## src/rtl/target_uart_trigger.sv

```systemverilog
`default_nettype none
// ============================================================================
// Module   : target_uart_trigger
// Brief    : Target UART RX deserializer; one-shot trigger on a programmed byte.
//            Optional macro TARGET_TRIG_COUNT_EN adds match_count (Nth-match).
// Revision : 1.0
// ============================================================================
module target_uart_trigger #(
    parameter int CLKS_PER_BIT = 868,
    parameter int CNT_W        = 10
) (
    input  logic       clk,
    input  logic       rst,
    input  logic       rx,
    input  logic       arm,
    input  logic [7:0] match_byte,
`ifdef TARGET_TRIG_COUNT_EN
    input  logic [7:0] match_count,
`endif
    output logic       trigger,
    output logic       armed,
    output logic [7:0] rx_data,
    output logic       rx_valid,
    output logic       frame_err
);

    typedef enum logic [2:0] {
        S_IDLE      = 3'd0,
        S_START     = 3'd1,
        S_DATA      = 3'd2,
        S_STOP      = 3'd3,
        S_WAIT_HIGH = 3'd4
    } state_t;

    localparam logic [CNT_W-1:0] c_bit_last = CNT_W'(CLKS_PER_BIT - 1);
    localparam logic [CNT_W-1:0] c_half     = CNT_W'((CLKS_PER_BIT - 1) / 2);
    localparam logic [CNT_W-1:0] c_one      = CNT_W'(1);

    logic             rx_meta_q, rxs_q;
    state_t           state_q, state_d;
    logic [CNT_W-1:0] cnt_q, cnt_d;
    logic [2:0]       bit_q, bit_d;
    logic [7:0]       shift_q, shift_d;
    logic [7:0]       rx_data_q, rx_data_d;
    logic             rx_valid_q, rx_valid_d;
    logic             frame_err_q, frame_err_d;
    logic             trigger_q, trigger_d;
    logic             armed_q, armed_d;
    logic             w_good_stop, w_match;
`ifdef TARGET_TRIG_COUNT_EN
    logic [7:0]       occ_q, occ_d;
`endif

    // rx idles high, so the synchronizer resets to 1 to avoid a false start bit.
    always_ff @(posedge clk or posedge rst) begin
        if (rst) begin
            rx_meta_q <= 1'b1;
            rxs_q     <= 1'b1;
        end else begin
            rx_meta_q <= rx;
            rxs_q     <= rx_meta_q;
        end
    end

    always_ff @(posedge clk or posedge rst) begin
        if (rst) begin
            state_q     <= S_IDLE;
            cnt_q       <= '0;
            bit_q       <= '0;
            shift_q     <= '0;
            rx_data_q   <= '0;
            rx_valid_q  <= 1'b0;
            frame_err_q <= 1'b0;
            trigger_q   <= 1'b0;
            armed_q     <= 1'b0;
`ifdef TARGET_TRIG_COUNT_EN
            occ_q       <= '0;
`endif
        end else begin
            state_q     <= state_d;
            cnt_q       <= cnt_d;
            bit_q       <= bit_d;
            shift_q     <= shift_d;
            rx_data_q   <= rx_data_d;
            rx_valid_q  <= rx_valid_d;
            frame_err_q <= frame_err_d;
            trigger_q   <= trigger_d;
            armed_q     <= armed_d;
`ifdef TARGET_TRIG_COUNT_EN
            occ_q       <= occ_d;
`endif
        end
    end

    always_comb begin
        state_d     = state_q;
        cnt_d       = cnt_q;
        bit_d       = bit_q;
        shift_d     = shift_q;
        rx_data_d   = rx_data_q;
        rx_valid_d  = 1'b0;
        frame_err_d = 1'b0;
        w_good_stop = 1'b0;

        case (state_q)
            S_IDLE: begin
                if (!rxs_q) begin
                    cnt_d   = c_half;
                    state_d = S_START;
                end
            end
            S_START: begin
                if (cnt_q == '0) begin
                    if (!rxs_q) begin
                        cnt_d   = c_bit_last;
                        bit_d   = 3'd0;
                        state_d = S_DATA;
                    end else begin
                        state_d = S_IDLE;
                    end
                end else begin
                    cnt_d = cnt_q - c_one;
                end
            end
            S_DATA: begin
                if (cnt_q == '0) begin
                    shift_d = {rxs_q, shift_q[7:1]};
                    cnt_d   = c_bit_last;
                    if (bit_q == 3'd7) begin
                        state_d = S_STOP;
                    end else begin
                        bit_d = bit_q + 3'd1;
                    end
                end else begin
                    cnt_d = cnt_q - c_one;
                end
            end
            S_STOP: begin
                if (cnt_q == '0) begin
                    if (rxs_q) begin
                        w_good_stop = 1'b1;
                        rx_data_d   = shift_q;
                        rx_valid_d  = 1'b1;
                        state_d     = S_IDLE;
                    end else begin
                        frame_err_d = 1'b1;
                        state_d     = S_WAIT_HIGH;
                    end
                end else begin
                    cnt_d = cnt_q - c_one;
                end
            end
            S_WAIT_HIGH: begin
                if (rxs_q) begin
                    state_d = S_IDLE;
                end
            end
            default: state_d = S_IDLE;
        endcase

        w_match = w_good_stop && (shift_q == match_byte);

        // Match uses the pre-update armed value; a same-cycle arm still wins.
`ifdef TARGET_TRIG_COUNT_EN
        occ_d     = occ_q;
        trigger_d = armed_q && w_match && (occ_q == 8'd0);
        if (armed_q && w_match && (occ_q != 8'd0)) begin
            occ_d = occ_q - 8'd1;
        end
        if (arm) begin
            occ_d = match_count;
        end
`else
        trigger_d = armed_q && w_match;
`endif
        armed_d = armed_q;
        if (trigger_d) begin
            armed_d = 1'b0;
        end
        if (arm) begin
            armed_d = 1'b1;
        end
    end

    assign trigger   = trigger_q;
    assign armed     = armed_q;
    assign rx_data   = rx_data_q;
    assign rx_valid  = rx_valid_q;
    assign frame_err = frame_err_q;

endmodule
`default_nettype wire

```

## config.mk

```make
export PLATFORM = sky130hd
export DESIGN_NAME = target_uart_trigger
export DESIGN_NICKNAME = d
export VERILOG_FILES = /design/src/rtl/target_uart_trigger.sv
export SDC_FILE = /design/constraint.sdc
export NUM_CORES = 1
export LEC_CHECK = 0
export BUFFER_PORTS_ARGS = -buffer_cell sky130_fd_sc_hd__buf_2
export CORE_ASPECT_RATIO = 1.2
export CORE_MARGIN = 5
export CORE_UTILIZATION = 35
export CTS_CLUSTER_DIAMETER = 200
export DETAILED_ROUTE_END_ITERATION = 12
export PLACE_DENSITY = 0.53
export SLEW_MARGIN = 20
export SYNTH_ARGS = -nofsm -noshare
export SYNTH_HDL_FRONTEND = slang
export SYNTH_SLANG_ARGS = --single-unit
```

## constraint.sdc

```tcl
create_clock -name clk -period 2.9 [get_ports clk]
set_input_delay 0.58 -clock clk [delete_from_list [all_inputs] [get_ports clk]]
set_output_delay 0.58 -clock clk [all_outputs]
set_load 0.005 [all_outputs]
```

==> results by group, run 1 <==
Status
  – Status: finished clean

Routing
  – Highest Signal Layer: met4
  – Via count: 1396
  – Met2 wire length: 2070 µm
  – Metal-1 WL: 1630 µm
  – Wirelength, routed: 3970 µm
  – Final ANT Viol Nets: 0
  – DR WL met3: 182 µm
  – Via/cell ratio: 5.50
  – 1st-pass router iterations: 4
  – Drt drc: 0
  – Iter 0 DRT Violations: 53
  – WL per Instance: 15.6 µm

Die
  – Starting Density: 35.9%
  – Core ar.: 5260 µm²
  – I/O pin count: 24
  – Chip Height: 90.5 µm
  – Chip width: 77.1 µm
  – FP Rows: 29
  – Die area: 6970 µm²

Worst setup path
  – CP Depth: 6
  – R2R cell count: 6
  – CP max FO: 10
  – Critical Path AT: 2.66 ns
  – CP Data Required Time: 3.07 ns
  – Endpoint class of the critical path: register
  – Crit. Startpoint: cnt_q[0]$_DFFE_PP0P_
  – Crit-path leading delay family: simple AND/OR/NAND/NOR gates
  – WS Path Type: register to register
  – Critical Path Source Type: register
  – Beginning of the worst register-to-register path: cnt_q[0]$_DFFE_PP0P_
  – CP bufs+invs: 1
  – Cell breakdown of the critical path: inv_1, ha_1, or4b_4, nor3_4, and3_1, mux2_2
  – CP max stage cell: or4b_4
  – Slowest stage delay, CP: 0.50 ns

Synthesis
  – Main combinational cell family by area after synthesis: simple AND/OR/NAND/NOR gates
  – Cells after Synth: 164
  – Average cell area after synthesis: 11.5 µm²
  – Top-area cell type share of the netlist area: 47.7%
  – Synthesized cell area: 1890 µm²
  – Xor/xnor share of the synthesized area: 4.17%
  – Synth area leaders: dfrtp_1, mux2_2, xor2_1
  – Seq cells post-synth: 38
  – Async set-reset flop share out of synthesis: 100%
  – Distinct cells, synth: 50
  – Largest area contributor in the netlist: dfrtp_1
  – Seq/Total Area, Yosys: 50.5%
  – Synth cell count leaders: dfrtp_1, mux2_2, nor2_1
  – Number of synthesized flops with an enable pin: 0
  – Post-Synth Adder-Cell Area: 2.65%
  – Compound-Gate Fraction of Synth Area: 13.8%
  – Post-synthesis mux area share: 10.7%
  – Main flop type after synthesis: dfrtp_1
  – Post-synthesis net count: 180
  – Count leader, synth: dfrtp_1
  – Post-synthesis simple-gate area fraction: 14.7%
  – Yosys warnings: 0

Cells and area
  – Final instance area: 2180 µm²
  – Layout cells sized above 1: 34.9%
  – Diode count: 0
  – Area growth, synth to finish: 15.2%
  – Final core occ: 41.4%
  – Nets: 207

Placement
  – Area after DPL: 2070 µm²
  – Port bufs: 23
  – Post-DP HPWL: 2920 µm
  – GPL Wtd Cong: 0.803

Pwr
  – Final Power: 1.00 mW
  – P_leak: 1.07 nW
  – Worst vdd ir: 0.000183 V
  – Power Dens Cells: 460 nW/µm²

Global routing
  – First-pass GRT wire length: 6850 µm
  – GR Util All Layers: 12.0%
  – Total global routing overflow: 0
  – Number of global-route vias before repair: 1482
  – Initial antenna violation count: 0
  – Largest net degree at the start of global routing: 23

CTS
  – H-tree depth: 2
  – Root Buffer: clkbuf_8
  – Post-cts resize count: 0
  – Worst-Skew Late Latency: 0.29 ns
  – Sink Count: 38
  – Cts bufs inserted: 5
  – Post-CTS Setup Inserts: 0
  – CTS tree: yes
  – Worst-path clk slew: 0.07 ns
  – Clk buf depth: 2
  – Post-CTS Hold Buffers: 0

STA
  – Max Freq: 401 MHz
  – Slew headroom: 42.2%
  – Final worst path period share: 85.9%
  – Final Hold Viols: 0
  – Min Tclk post-route: 2.49 ns
  – Worst Clk Skew: 0.00505 ns
  – RSZ-0062 raised after global routing: no
  – TNS Setup: 0 ns
  – Setup-failing EPs final: 0
  – Slew @ Worst Pin: 0.866 ns
  – Slew Limit Fails: 0

Flow run
  – Number of max-cap violations: 0

Hold path
  – Hold crit path type: register to register
  – Hold path startpoint: rx_meta_q$_DFF_PP1_
  – Hold Crit Depth: 0
[metal layers]
| layer | GRT usage (%) | vias to the layer above |
|---|---|---|
| met3 | 3.39 | 7 |
| met2 | 21.0 | 30 |
| li1 | - | 652 |
| met5 | 0 | - |
| met4 | 5.73 | 0 |
| met1 | 13.1 | 707 |
[path summary, 6_finish.rpt]
path | slack, ns | to
worst min register to register | 0.36 | rxs_q$_DFF_PP1_
max in group asynchronous | 1.79 | rx_valid$_DFF_PP0_
worst min-delay path | 0.36 | rxs_q$_DFF_PP1_
worst max register to register | 0.41 | rx_data[6]$_DFFE_PP0N_
worst max-delay path | 0.41 | rx_data[6]$_DFFE_PP0N_
min in group asynchronous | 0.46 | shift_q[7]$_DFFE_PP0P_
[cell type report]
type	count	area, µm²
Fill cell	506	3090
Sequential cell	38	953
Multi-Input combinational cell	112	868
Timing Repair Buffer	26	138
Tap cell	62	77.6
Clock buffer	5	68.8
Clock inverter	3	40.0
Inverter	8	30.0
[worst register-to-register path, delay by kind of cell, from the launching register on]
family / cells / cell delay (ns)
simple gates: 3 / 1.29
flops: 1 / 0.40
mux: 1 / 0.39
fa+ha+maj: 1 / 0.16
buf+inv: 1 / 0.12
[stage by stage]
| step | hold slack (ns) | instances | setup slack (ns) |
|---|---|---|---|
| 6_report | 0.358 | 254 | 0.409 |
| 5_1_grt | 0.365 | 254 | 0.206 |
| 4_1_cts | 0.360 | 254 | 0.411 |
| 3_5_place_dp | 0.349 | 246 | 0.389 |
| 3_3_place_gp | 0.349 | 246 | 0.520 |
| 2_1_floorplan | 0.345 | 164 | 0.742 |
[cell usage in the layout (no fill, tap or decap), drive strengths merged, types with 2 or more instances in the layout]
cell	count
a21oi	6
a22o	2
a311oi	3
a31oi	3
buf	26
clkbuf	5
clkinv	2
dfrtp	36
dfstp	2
ha	4
inv	8
mux2	17
nand2	6
nand3	3
nor2	12
nor3	5
nor3b	3
nor4	4
o21ai	7
o22a	2
or2	2
or4	2
xor2	8
[sequential cells by signal, indices dropped and copies added, names as in the netlist]
name and cells:
armed 1, rxs_q 1, shift_q 8, rx_valid 1
trigger 1, frame_err 1, rx_data 8, rx_meta_q 1
state_q 3, cnt_q 10, bit_q 3
[kinds of logic after synthesis]
family / Yosys count
and+or+nand+nor: 45
DFF: 38
AOI/OAI and AO/OA: 36
muxes: 18
buffers and inverters: 14
xor gates and xnor gates: 9
adders and majority gates: 4
[power breakdown]
part	leakage [nW]	switching, mW	internal (mW)	total (mW)
sequential	0.499	0.00127	0.532	0.533
clock	0.0579	0.187	0.253	0.440
combinational	0.512	0.0170	0.0108	0.0278
total	1.07	0.205	0.796	1.00
Note: power is estimated with default switching activity, not from simulation.
==> run 2: changes to the inputs <==
--- a/config.mk
+++ b/config.mk
@@ -12,6 +12,7 @@
 export CTS_CLUSTER_DIAMETER = 200
 export DETAILED_ROUTE_END_ITERATION = 12
 export PLACE_DENSITY = 0.53
+export RECOVER_POWER = 100
 export SLEW_MARGIN = 20
 export SYNTH_ARGS = -nofsm -noshare
 export SYNTH_HDL_FRONTEND = slang
==> run 2 against run 1 <==
- sequential cell count is the same
- worst hold slack is essentially flat
- combinational power shrank 4%
- sequential share of layout area grew 0.77 points
- sequential power is essentially flat
- worst setup slack lost 0.094 ns
- critical path type unchanged
- clock power is essentially flat
- critical endpoint is now cnt_q[3]$_DFFE_PP0P_
- clock-buffer cell count is the same
==> results by group, run 2 (synthesized netlist as in run 1, its figures left out) <==
Placement
  – DP Cell Count: 246 (unchanged)
  – Area after DPL: 2070 µm² (unchanged)
  – Post-DP HPWL: 2920 µm (unchanged)
  – GPL Wtd Cong: 0.803 (unchanged)
  – Port bufs: 23 (unchanged)

Worst setup path
  – WS Path Type: register to register
  – FF-to-FF setup slack: 0.31 ns (-0.09 ns)
  – Critical Path Source Type: register
  – R2R cell count: 7 (+1)
  – Endpoint class of the critical path: register
  – CP max FO: 10 (unchanged)
  – Reg2reg end: cnt_q[3]$_DFFE_PP0P_
  – Beginning of the worst register-to-register path: cnt_q[0]$_DFFE_PP0P_
  – CP Data Required Time: 3.08 ns (about the same)
  – Critical Path AT: 2.77 ns (+0.11 ns)

Die
  – Die area: 6970 µm² (unchanged)
  – FP Rows: 29 (unchanged)
  – Starting Density: 35.9% (unchanged)
  – I/O pin count: 24 (unchanged)
  – Chip Height: 90.5 µm (unchanged)
  – Core ar.: 5260 µm² (unchanged)
  – Chip width: 77.1 µm (unchanged)

Global routing
  – First-pass GRT wire length: 6850 µm (unchanged)
  – Number of global-route vias before repair: 1482 (unchanged)
  – Initial antenna violation count: 0 (unchanged)
  – Largest net degree at the start of global routing: 23 (unchanged)
  – Total global routing overflow: 0 (unchanged)
  – GR Util All Layers: 12.0% (unchanged)

Flow run
  – Number of max-cap violations: 0 (unchanged)

STA
  – Min Tclk post-route: 2.59 ns (+0.0945 ns)
  – RSZ-0062 raised after global routing: no
  – TNS Setup: 0 ns (unchanged)
  – Max Freq: 387 MHz (-3.7%)
  – Final Hold Viols: 0 (unchanged)
  – Slew @ Worst Pin: 0.859 ns (-0.00741 ns)
  – Worst Clk Skew: 0.00495 ns (-0.000105 ns)
  – Slew Limit Fails: 0 (unchanged)
  – Final worst path period share: 89.2% (+3.3 points)
  – Setup-failing EPs final: 0 (unchanged)
  – Slew headroom: 42.7% (+0.49 points)

Routing
  – 1st-pass router iterations: 4 (unchanged)
  – Final ANT Viol Nets: 0 (unchanged)
  – WL per Instance: 15.7 µm (+0.48%)
  – Iter 0 DRT Violations: 53 (unchanged)
  – Drt drc: 0 (unchanged)
  – Wirelength, routed: 3990 µm (+0.48%)
  – Via/cell ratio: 5.43 (-1.3%)
  – Via count: 1378 (-1.3%)

CTS
  – Sink Count: 38 (unchanged)
  – Root Buffer: clkbuf_8
  – Worst-path clk slew: 0.07 ns (about the same)
  – Clk buf depth: 2 (unchanged)
  – Post-CTS Hold Buffers: 0 (unchanged)
  – Post-cts resize count: 0 (unchanged)
  – H-tree depth: 2 (unchanged)
  – Post-CTS Setup Inserts: 0 (unchanged)
  – CTS tree: yes
  – Cts bufs inserted: 5 (unchanged)
  – Worst-Skew Late Latency: 0.29 ns (about the same)

Cells and area
  – Multi-input gate area: 847 µm² (-2.4%)
  – Non-Filler Instances: 254 (unchanged)
  – Register area: 953 µm² (unchanged)
  – Final instance area: 2140 µm² (-1.7%)
  – Most frequent cells in the layout: dfrtp_1, mux2_2, buf_2
  – Area growth, synth to finish: 13.2%
  – Fill cell count: 519 (+2.6%)
  – Nets: 207 (unchanged)
  – Diode count: 0 (unchanged)
  – Layout cells sized above 1: 28.1% (-6.8 points)
  – Biggest register: cnt_q
  – Flip-flop count of the largest register after layout: 10 (unchanged)
  – Most common cell after layout, fill and taps aside: dfrtp_1

Pwr
  – Worst vdd ir: 0.000184 V (+0.21%)
  – Combinational share of power: 2.7% (about the same)
  – Clock power frac: 44.1% (+0.2 points)
  – Reg power frac: 53.3% (about the same)
  – Int Pwr: 795 µW (-0.15%)
  – P_leak: 1.03 nW (-4.0%)
  – Switching power: 206 µW (+0.56%)
  – Power Dens Cells: 468 nW/µm² (+1.8%)
  – Sw frac: 20.6% (+0.11 points)

Hold path
  – Hold crit path type: register to register
  – Hold Crit Depth: 0 (unchanged)
  – Hold path startpoint: rx_meta_q$_DFF_PP1_
  – Hold Path End: rxs_q$_DFF_PP1_

Status
  – Status: finished clean
[run 2: changes by cell type in the layout (fill, tap and decap cells not counted), sizes merged]
cell    before  now
buf         26   17
clkbuf       5   14
[run 2: through the flow]
step / hold WS, ns / utilization [%] / worst slack [ns] / power (mW)
after floorplan: 0.345 / - / 0.742 / 0.557
after global placement: 0.349 / 39.3 / 0.520 / 0.572
after detailed placement: 0.349 / 39.3 / 0.389 / 0.573
after CTS: 0.360 / 41.4 / 0.411 / 1.02
after global routing: 0.365 / 40.6 / 0.133 / 1.04
final: 0.358 / 40.6 / 0.314 / 1.00
[run 2: worst max-delay path, cell delays in order (launching register included)]
cell	delay, ns
dfrtp_1	0.40
inv_1	0.12
ha_1	0.17
or4b_1	0.54
o31ai_1	0.35
a31o_1	0.41
nor2_1	0.19
a22o_2	0.29
[run 2: power groups by stage]
stage,Combinational [mW],Clock [mW],Sequential (mW)
2_1_floorplan,0.0141,0,0.543
3_5_place_dp,0.0290,0,0.544
5_1_grt,0.0308,0.477,0.533
3_3_place_gp,0.0279,0,0.544
6_report,0.0266,0.441,0.533
4_1_cts,0.0292,0.454,0.533
[run 2: final cells by class]
class,count,share of cell area [%]
Sequential cell,38,44.6
Inverter,8,1.40
Tap cell,62,3.63
Clock buffer,5,3.22
Clock inverter,3,1.87
Timing Repair Buffer,26,5.68
Multi-Input combinational cell,112,39.6
[run 2: worst max path at each step]
stage                              start                     end  slack [ns]  cells after the start
global route        cnt_q[0]$_DFFE_PP0P_    cnt_q[3]$_DFFE_PP0P_        0.13                      7
detailed placement  cnt_q[0]$_DFFE_PP0P_       armed$_DFFE_PP0P_        0.39                      7
CTS                 cnt_q[0]$_DFFE_PP0P_  rx_data[6]$_DFFE_PP0N_        0.41                      6
global placement    cnt_q[0]$_DFFE_PP0P_  rx_data[2]$_DFFE_PP0N_        0.52                      6
floorplan           cnt_q[0]$_DFFE_PP0P_  shift_q[0]$_DFFE_PP0P_        0.74                      7
finish              cnt_q[0]$_DFFE_PP0P_    cnt_q[3]$_DFFE_PP0P_        0.31                      7
[run 2: routing by layer]
metal	wire length, µm	global-route usage (%)	up-vias
met5	0	0	-
li1	-	-	653
met2	2060	21.0	34
met3	184	3.39	7
met1	1660	13.1	684
met4	82	5.73	0
